===== config.mk =====
export PLATFORM = sky130hd
export DESIGN_NAME = lector_ram_audio
export DESIGN_NICKNAME = d
export VERILOG_FILES = /design/src/rtl/lector_ram_audio.sv
export SDC_FILE = /design/constraint.sdc
export NUM_CORES = 1
export LEC_CHECK = 0
export BUFFER_PORTS_ARGS = -buffer_cell sky130_fd_sc_hd__buf_2
export CORE_MARGIN = 3
export CORE_UTILIZATION = 40
export DETAILED_ROUTE_END_ITERATION = 16
export GPL_TIMING_DRIVEN = 0
export MAX_ROUTING_LAYER = met4
export PLACE_DENSITY_LB_ADDON = 0.2
export REMOVE_ABC_BUFFERS = 1
export SLEW_MARGIN = 20
export SYNTH_ARGS = -nofsm -noshare
export SYNTH_HDL_FRONTEND = slang
export SYNTH_SLANG_ARGS = --single-unit

===== constraint.sdc =====
create_clock -name clk -period 2.87 [get_ports clk]
set_clock_uncertainty 0.05 [all_clocks]
set_input_delay 0.7175 -clock clk [delete_from_list [all_inputs] [get_ports clk]]
set_output_delay 0.7175 -clock clk [all_outputs]
set_load 0.05 [all_outputs]

===== src/rtl/lector_ram_audio.sv =====
// Audio sample reader: on each audio frame edge, fetches one 16-bit sample from
// external RAM, walking the song of the selected level and wrapping at its end.
module lector_ram_audio #(
   parameter int unsigned LATENCIA  = 3,
   parameter logic [25:0] INICIO_N1 = 26'h0000000,
   parameter logic [25:0] INICIO_N2 = 26'h0100000,
   parameter logic [25:0] INICIO_N3 = 26'h0200000,
   parameter logic [25:0] LONGITUD  = 26'h00FFFFF
) (
   input  logic        clk,
   input  logic        reset,
   input  logic        habilitador,
   input  logic        pausa,
   input  logic        nivel2,
   input  logic        nivel3,
   input  logic [15:0] DataRAM,
   output logic [25:0] DireccionRAM,
   output logic        ram_ce_n,
   output logic        ram_oe_n,
   output logic        ram_we_n,
   output logic [15:0] muestra,
   output logic        muestra_valida,
   output logic        fin_cancion,
   output logic        sobrecarga
);

   localparam logic [1:0] ESPERA  = 2'd0;
   localparam logic [1:0] LEYENDO = 2'd1;
   localparam logic [1:0] ENTREGA = 2'd2;

   localparam logic [3:0] CntIni = 4'(LATENCIA - 1);

   function automatic logic [1:0] nivel_sel(input logic n2, input logic n3);
      if (n3) begin
         nivel_sel = 2'd2;
      end else if (n2) begin
         nivel_sel = 2'd1;
      end else begin
         nivel_sel = 2'd0;
      end
   endfunction

   function automatic logic [25:0] inicio_de(input logic [1:0] nivel);
      case (nivel)
         2'd1:    inicio_de = INICIO_N2;
         2'd2:    inicio_de = INICIO_N3;
         default: inicio_de = INICIO_N1;
      endcase
   endfunction

   logic [2:0]  sync_q;
   logic [1:0]  estado_q, estado_d;
   logic [3:0]  cnt_q, cnt_d;
   logic [25:0] base_q, base_d;
   logic [25:0] indice_q, indice_d;
   logic [1:0]  nivel_q;
   logic [1:0]  nivel_act_q, nivel_act_d;
   logic [15:0] muestra_q, muestra_d;
   logic        sobrecarga_q, sobrecarga_d;

   logic        flanco;
   logic        nivel_cambio;
   logic        ultimo;

   // Stage 2 high with stage 3 low marks the frame edge.
   assign flanco       = sync_q[1] & ~sync_q[2];
   assign nivel_cambio = (nivel_q != nivel_act_q);
   assign ultimo       = (indice_q == LONGITUD);

   always_comb begin
      estado_d     = estado_q;
      cnt_d        = cnt_q;
      base_d       = base_q;
      indice_d     = indice_q;
      nivel_act_d  = nivel_act_q;
      muestra_d    = muestra_q;
      sobrecarga_d = sobrecarga_q;
      case (estado_q)
         ESPERA: begin
            if (nivel_cambio) begin
               base_d      = inicio_de(nivel_q);
               indice_d    = '0;
               nivel_act_d = nivel_q;
            end
            if (flanco && !pausa) begin
               estado_d = LEYENDO;
               cnt_d    = CntIni;
            end
         end
         LEYENDO: begin
            if (flanco) begin
               sobrecarga_d = 1'b1;
            end
            if (cnt_q == 4'd0) begin
               muestra_d = DataRAM;
               estado_d  = ENTREGA;
            end else begin
               cnt_d = cnt_q - 4'd1;
            end
         end
         ENTREGA: begin
            if (flanco) begin
               sobrecarga_d = 1'b1;
            end
            estado_d = ESPERA;
            // A pending level change overrides both increment and wrap.
            if (nivel_cambio) begin
               base_d      = inicio_de(nivel_q);
               indice_d    = '0;
               nivel_act_d = nivel_q;
            end else if (ultimo) begin
               indice_d = '0;
            end else begin
               indice_d = indice_q + 26'd1;
            end
         end
         default: begin
            estado_d = ESPERA;
         end
      endcase
   end

   always_ff @(posedge clk) begin
      if (!reset) begin
         sync_q       <= 3'b000;
         estado_q     <= ESPERA;
         cnt_q        <= 4'd0;
         base_q       <= inicio_de(nivel_sel(nivel2, nivel3));
         indice_q     <= '0;
         nivel_q      <= nivel_sel(nivel2, nivel3);
         nivel_act_q  <= nivel_sel(nivel2, nivel3);
         muestra_q    <= 16'h0000;
         sobrecarga_q <= 1'b0;
      end else begin
         sync_q       <= {sync_q[1:0], habilitador};
         estado_q     <= estado_d;
         cnt_q        <= cnt_d;
         base_q       <= base_d;
         indice_q     <= indice_d;
         nivel_q      <= nivel_sel(nivel2, nivel3);
         nivel_act_q  <= nivel_act_d;
         muestra_q    <= muestra_d;
         sobrecarga_q <= sobrecarga_d;
      end
   end

   assign DireccionRAM   = base_q + indice_q;
   assign ram_ce_n       = (estado_q != LEYENDO);
   assign ram_oe_n       = (estado_q != LEYENDO);
   assign ram_we_n       = 1'b1;
   assign muestra        = muestra_q;
   assign muestra_valida = (estado_q == ENTREGA);
   assign fin_cancion    = (estado_q == ENTREGA) && ultimo;
   assign sobrecarga     = sobrecarga_q;

endmodule


Word level (Yosys, flattened, before mapping)
Cells that the tools add are included.
{"block": "word_totals", "ff_bits": 82, "output_inout_bits": 48, "wordCells": 65}
{"block": "classes", "add_sub_neg": 3, "n_eq_ne": 15, "muxes": 21, "bitwise_logic": 2, "reduce_logical": 15}
{"op": "$mux W26", "count": 6}
{"op": "$pmux W22 S2", "count": 2}
{"op": "$pmux W26 S2", "count": 1}
{"op": "$add A26 B1 Y26 const B", "count": 1}
{"op": "$add A26 B26 Y26", "count": 1}
{"op": "$eq A26 B20 Y1 const B", "count": 1}
{"op": "$mux W2", "count": 7}
{"op": "$ne A2 B2 Y1 const B", "count": 5}
{"op": "$reduce_and A2 Y1", "count": 5}
{"op": "$mux W4", "count": 2}
{"op": "$pmux W4 S2", "count": 1}
{"op": "$eq A2 B1 Y1 const B", "count": 3}
{"op": "$eq A2 B2 Y1 const B", "count": 3}
{"op": "$logic_not A4 Y1", "count": 1}
{"op": "$ne A2 B1 Y1 const B", "count": 2}
{"op": "$pmux W2 S2", "count": 1}
{"op": "$reduce_bool A2 Y1", "count": 2}
{"op": "$reduce_or A2 Y1", "count": 2}
{"op": "$sub A4 B1 Y4 const B", "count": 1}
{"op": "$reduce_and A3 Y1", "count": 1}
{"op": "$logic_and A1 B1 Y1", "count": 2}
{"op": "$logic_not A2 Y1", "count": 1}
{"op": "$ne A2 B2 Y1", "count": 1}
{"op": "$and A1 B1 Y1", "count": 1}
{"op": "3 further kinds", "count": 3}

Depth between registers and ports, before layout
Gate-level depths: netlist of run 1.
{"block": "logic_depth", "word_depth": 6, "mapped_depth": 8}

Worst setup path after synthesis of run 1
No wires, ideal clock.
{"block": "synth_timing", "kind": "register to output", "from": "register indice_q[22]", "to": "output fin_cancion", "arrival_time_ns": 1.870, "setup_slack_ns": 0.232, "stages_incl_launch_ff": 6, "path_cell_list": "dfxtp_1 buf_6 or4_4 nor3_1 nand3_1 nor2_1"}
{"block": "synth_via", "elab_chain_len": 2}
{"item": "from (decl)", "line": "55", "source": "logic [25:0] indice_q, indice_d;"}
{"item": "from (signal assigned)", "line": "139", "source": "indice_q <= indice_d;"}
{"item": "$eq A26 B20 Y1", "line": "68", "source": "assign ultimo = (indice_q == LONGITUD);"}
{"item": "$logic_and A1 B1 Y1", "line": "153", "source": "assign fin_cancion = (estado_q == ENTREGA) && ultimo;"}
{"item": "to (decl)", "line": "23", "source": "output logic fin_cancion,"}
Every way passes these cells.

Worst setup path after layout of run 1
{"block": "layout_timing", "from": "register indice_q[21]", "to": "output fin_cancion"}
Same word-level chain as after synthesis.

==> results.ini, run 1 <==
[status]
status = completed

[job]
cap_violations = 0

[timing]
setup_tns_ps = 0
fmax_mhz = 371
hold_violations = 0
rsz0062_at_grt = no
finalMaxSlewViolations = 0
finalCritPeriodShare = 0.938
final-setup-viol-count = 0
fin_crit_ps = 2690
worst_slew_pin_slew_ps = 909
slew_headroom = 0.390

[yosys]
synth_cell_type_count = 56
synth_area_mm2 = 0.00305
async_flop_share = 0
yosysSeqAreaShare = 0.394
synth_edf_count = 4
synth-seq-cells = 58
synth_cells = 355
synth.avg_cell_area_um2 = 8.58
ys.flop_type = dfxtp_1
yosysWarnings = 0

[global_routing]
gr-usage-all-layers = 0.170
antenna_found_initial = 0
grt_max_degree = 33
grt_pass1_vias = 2419
grt_remaining_overflow = 0
grt_pass1_wl_um = 11400

[power_and_ir_drop]
seq_power_share = 0.366
p_int_mw = 1.55
power.leakage_nw = 1.40
switching_share = 0.422
peakVddDrop_mv = 0.359
p_sw_mw = 1.13
p_comb_frac = 0.381
clockPowerShare = 0.253
power_density_mw_per_mm2 = 767
power_mw = 2.69

[layout]
layout_commonest_cell = buf_2
drive_gt1_frac = 0.267
final_area_mm2 = 0.00351
fin_cells = 503
antenna_cells = 0
areaGrowthSynthToFinish_pct = 15.1
nNetsFinal = 430
final_cell_mix = 67 x buf_2, 60 x nand2_1, 54 x dfxtp_1, 28 x a21oi_1, 26 x nor2_1
post-route-util = 0.478

[floorplanning]
start_util = 0.415
core_area_mm2 = 0.00733
pin_count = 70
chipHeight_um = 93.3
die_w_um = 93.3
fp-row-count = 31
dieArea_mm2 = 0.00870

[routing]
postRouteAntennaNets = 0
first_pass_iters = 4
drcViolationCount = 0
drt_iter0_drc = 99
viasPerCell = 5.06
num_vias = 2546
wl_per_cell_um = 13.3
routed_wl_um = 6700

[place]
place_inst = 486
place_area_mm2 = 0.00330
gp_congestion = 0.845
post-dp-hpwl_um = 4750
io_buffers = 68

[clocking]
clkTransAtPathRegs_ps = 70
postCtsHoldBufs = 0
cts_root_buffer = clkbuf_8
cts_made_buffers = 9
clk_latency_ps = 340
cts_tree = built
cts.path.max_buffers = 2
htree_num_levels = 3
clock_sinks = 58

[critical_path]
reg2regPathDepth = 7
critPathCaptureType = output port
start_kind = register
cp.arrival_ps = 1920
crit_type = reg2out
critPathRequiredTime_ps = 2100
r2r-end = indice_q[21]
r2r-start = estado_q[1]
reg2reg_setup_slack_ps = 470
critPathMaxFanout = 6

[min_path]
hp-class = reg2reg
min_from = sync_q[0]
min_to = sync_q[1]
hold_depth = 1

-- stage by stage --
stage | hold WS [ps] | worst slack [ps]
floorplan | 362 | -537
CTS | 393 | 46.3
global route | 421 | 27.0
global placement | 363 | -603
finish | 388 | 178
detailed placement | 377 | 15.0
-- timing repair --
action	4_1_cts	5_1_grt
setup buffers	1	0
resized for setup	1	4
pin swaps	1	0
endpoints found under the setup margin	1	2
-- synth_stat cells (all sizes together), types with 3 or more instances --
cell type / n / area (um^2)
nand2: 61 / 231
buf: 28 / 208
xor2: 14 / 123
a21o: 3 / 30.0
o21a: 3 / 22.5
ha: 8 / 100
a21oi: 28 / 140
nor3: 6 / 41.3
nand4b: 3 / 26.3
or4: 6 / 48.8
and3: 4 / 25.0
nand4: 10 / 68.8
nor2: 26 / 97.6
inv: 12 / 45.0
o21ai: 8 / 40.0
nand3: 17 / 95.1
edfxtp: 4 / 120
dfxtp: 54 / 1080
nor4: 6 / 52.6
and2: 5 / 31.3
clkbuf: 9 / 33.8
xnor2: 7 / 98.8
a31oi: 8 / 65.1
-- worst max-delay path, stage by stage (launching register included) --
cell	delay (ps)
dfxtp_1	380
or4_4	570
nor3_2	160
nand3_1	90
nor2_1	120
clkbuf_4	250
-- per-layer routing --
| metal | track usage | wire length (um) |
|---|---|---|
| met5 | - | 0 |
| met4 | 0.0513 | 85 |
| met3 | 0.0587 | 439 |
| met2 | 0.275 | 3090 |
| met1 | 0.199 | 3080 |
-- cell type report --
class	instances	area, um^2
tap	99	124
multi-input combinational	248	1600
sequential	58	1200
clock buffer	10	138
clock inverter	6	40.0
inverter	12	45.0
timing repair buffer	70	362
fill	709	3820
-- power by group through the flow --
| stage | logic [mW] | clock network [mW] | registers [mW] |
|---|---|---|---|
| after floorplan | 0.645 | 0 | 1.11 |
| after global placement | 0.992 | 0 | 0.991 |
| after detailed placement | 1.02 | 0 | 1.00 |
| after CTS | 1.03 | 0.711 | 0.985 |
| after global routing | 1.13 | 0.736 | 0.999 |
| final | 1.02 | 0.681 | 0.984 |
-- sequential cells by signal, indices dropped and copies added, names as in the netlist --
register	count
estado_q	2
sync_q	3
sobrecarga	1
cnt_q	4
nivel_act_q	2
indice_q	26
base_q	2
nivel_q	2
muestra	16
-- kinds of logic (layout without fill, tap and decap cells) --
family | after synthesis | count (layout) | share of synthesized area
AO/OA/AOI/OAI | 59 | 59 | 0.124
XOR/XNOR | 21 | 21 | 0.0727
adder cells (fa/ha/maj) | 9 | 9 | 0.0394
buffers and inverters | 49 | 98 | 0.0941
flip-flops | 58 | 58 | 0.394
other | 1 | 1 | 0.00123
AND/OR/NAND/NOR | 158 | 158 | 0.274
-- worst max-delay path by stage --
stage | startpoint | endpoint | cells past startpoint
floorplan | indice_q[0] | fin_cancion | 5
global placement | estado_q[1] | cnt_q[2] | 7
detailed placement | indice_q[0] | fin_cancion | 6
CTS | indice_q[20] | fin_cancion | 5
global route | indice_q[21] | fin_cancion | 5
finish | indice_q[21] | fin_cancion | 5
(Power assumes the default switching activity.)
==> run 2: changes to the inputs <==
--- a/config.mk
+++ b/config.mk
@@ -11,7 +11,6 @@
 export DETAILED_ROUTE_END_ITERATION = 16
 export GPL_TIMING_DRIVEN = 0
 export MAX_ROUTING_LAYER = met4
-export PLACE_DENSITY_LB_ADDON = 0.2
 export REMOVE_ABC_BUFFERS = 1
 export SLEW_MARGIN = 20
 export SYNTH_ARGS = -nofsm -noshare
==> run 2 against run 1 <==
Compared with the run above: global-route usage decreased by 0.34 points; sequential power about the same; largest cell class unchanged; die area unchanged.
==> results.ini, run 2 (synthesized netlist as in run 1, its figures left out) <==
[timing]
fmax_mhz = 371  ; about the same
fin_hold_ws_ps = 391  ; was 388 ps
rsz0062_at_grt = no  ; unchanged
final-setup-viol-count = 0  ; unchanged
finalMaxSlewViolations = 0  ; unchanged
finalCritPeriodShare = 0.939  ; was 0.938
fin_crit_ps = 2690  ; about the same
setup_tns_ps = 0  ; unchanged
hold_violations = 0  ; unchanged
slew_headroom = 0.320  ; was 0.390
worst_slew_pin_slew_ps = 1020  ; was 909 ps

[clocking]
cts_root_buffer = clkbuf_8  ; unchanged
clkTransAtPathRegs_ps = 70  ; about the same
postCtsHoldBufs = 0  ; unchanged
cts.path.max_buffers = 2  ; unchanged
cts_tree = built  ; unchanged
cts_made_buffers = 9  ; unchanged
clock_sinks = 58  ; unchanged
clk_latency_ps = 340  ; about the same
htree_num_levels = 3  ; unchanged

[global_routing]
grt_max_degree = 33  ; unchanged
grt_pass1_wl_um = 11200  ; was 11400 um
grt_pass1_vias = 2472  ; was 2419
gr-usage-all-layers = 0.166  ; was 0.170
grt_remaining_overflow = 0  ; unchanged
antenna_found_initial = 0  ; unchanged

[floorplanning]
chipHeight_um = 93.3  ; unchanged
start_util = 0.415  ; unchanged
pin_count = 70  ; unchanged
dieArea_mm2 = 0.00870  ; unchanged
fp-row-count = 31  ; unchanged
core_area_mm2 = 0.00733  ; unchanged
die_w_um = 93.3  ; unchanged

[layout]
fill_cells = 751  ; was 709
areaGrowthSynthToFinish_pct = 16.1  ; was 15.1%
largest_reg_flops = 26  ; unchanged
nNetsFinal = 430  ; unchanged
layout_commonest_cell = buf_2  ; unchanged
drive_gt1_frac = 0.267  ; unchanged
post-route-util = 0.483  ; was 0.478
antenna_cells = 0  ; unchanged
regMostFlops = indice_q  ; unchanged
final_cell_mix = 67 x buf_2, 60 x nand2_1, 54 x dfxtp_1, 28 x a21oi_1, 26 x nor2_1  ; unchanged
fin_cells = 503  ; unchanged

[power_and_ir_drop]
power_mw = 2.79  ; was 2.69 mW
power_density_mw_per_mm2 = 788  ; was 767 mW/mm^2
power.leakage_nw = 1.43  ; was 1.40 nW
peakVddDrop_mv = 0.497  ; was 0.359 mV

[critical_path]
r2r-start = estado_q[0]  ; was estado_q[1]
r2r-end = indice_q[21]  ; unchanged
start_kind = register  ; unchanged
crit_type = reg2out  ; unchanged
cp.arrival_ps = 1930  ; was 1920 ps
crit_chain = or4_4, nor3_2, nand3_1, nor2_1, buf_4  ; was or4_4, nor3_2, nand3_1, nor2_1, clkbuf_4
reg2regPathDepth = 7  ; unchanged
critPathCaptureType = output port  ; unchanged
critPathMaxFanout = 6  ; unchanged
critPathRequiredTime_ps = 2100  ; about the same
crit_slowest_cell = or4_4  ; unchanged
reg2reg_setup_slack_ps = 500  ; was 470 ps
max_stage_delay_ps = 570  ; about the same

[min_path]
hp-class = reg2reg  ; unchanged
hold_depth = 1  ; unchanged
min_to = sync_q[1]  ; unchanged
min_from = sync_q[0]  ; unchanged

[status]
status = completed  ; unchanged

[routing]
routed_wl_um = 6610  ; was 6700 um
num_vias = 2599  ; was 2546
first_pass_iters = 4  ; unchanged
viasPerCell = 5.17  ; was 5.06
drt_iter0_drc = 113  ; was 99
wl_per_cell_um = 13.1  ; was 13.3 um
drcViolationCount = 0  ; unchanged
postRouteAntennaNets = 0  ; unchanged

[place]
post-dp-hpwl_um = 4690  ; was 4750 um
io_buffers = 68  ; unchanged
gp_congestion = 0.783  ; was 0.845
place_inst = 486  ; unchanged

[job]
cap_violations = 0  ; unchanged

## run 2: cell count changes in the layout (fill, tap and decap cells not counted), sizes merged
| cell | change |
|---|---|
| clkbuf | -1 |
| bufinv | +1 |
| clkinv | +1 |
| inv | -1 |
| clkinvlp | -1 |
| buf | +1 |
## run 2: how the worst max path moves through the flow
stage / to / startpoint / slack (ps) / depth (start not counted)
floorplan: fin_cancion / indice_q[0] / -540 / 5
global placement: cnt_q[2] / estado_q[1] / -700 / 7
detailed placement: fin_cancion / indice_q[0] / -30 / 6
CTS: fin_cancion / indice_q[20] / 30 / 5
global route: fin_cancion / indice_q[20] / 50 / 5
finish: fin_cancion / indice_q[21] / 180 / 5
## run 2: report_power, final
part | switching (mW) | internal [mW] | leakage, nW
logic | 0.709 | 0.304 | 0.842
registers | 0.0692 | 0.912 | 0.481
clock network | 0.340 | 0.451 | 0.103
## run 2: through the flow
step                      setup WS [ps]  cell area [um^2]
after global placement             -697              3270
after detailed placement          -25.2              3300
after floorplan                    -537              2800
after CTS                          33.8              3520
final                               176              3540
after global routing               51.1              3540
## run 2: per-layer routing
layer / track usage / up-vias / wire [um]
met1: 0.203 / 1207 / 3020
met5: - / - / 0
met3: 0.0426 / 12 / 390
met4: 0.0696 / 0 / 126
li1: - / 1303 / -
met2: 0.262 / 77 / 3070
## run 2: timing repair
item / CTS / global route
resized for setup: 1 / 5
setup endpoints to repair: 1 / 2
pin swaps: 1 / 0
buffers inserted: 1 / 0
cloned: 0 / 0
## run 2: final cells by class
cell class                      count  area [um^2]  area share
Clock buffer                       10          149      0.0421
Clock inverter                      6         63.8      0.0180
Inverter                           12         45.0      0.0127
Multi-Input combinational cell    248         1600       0.451
Sequential cell                    58         1200       0.340
Tap cell                           99          124      0.0350
Timing Repair Buffer               70          358       0.101
## run 2: worst max-delay path, delay by kind of cell (launching register included)
kind | cells | cell delay, ps
buffers and inverters | 1 | 220
flip-flops | 1 | 380
AND/OR/NAND/NOR | 4 | 980
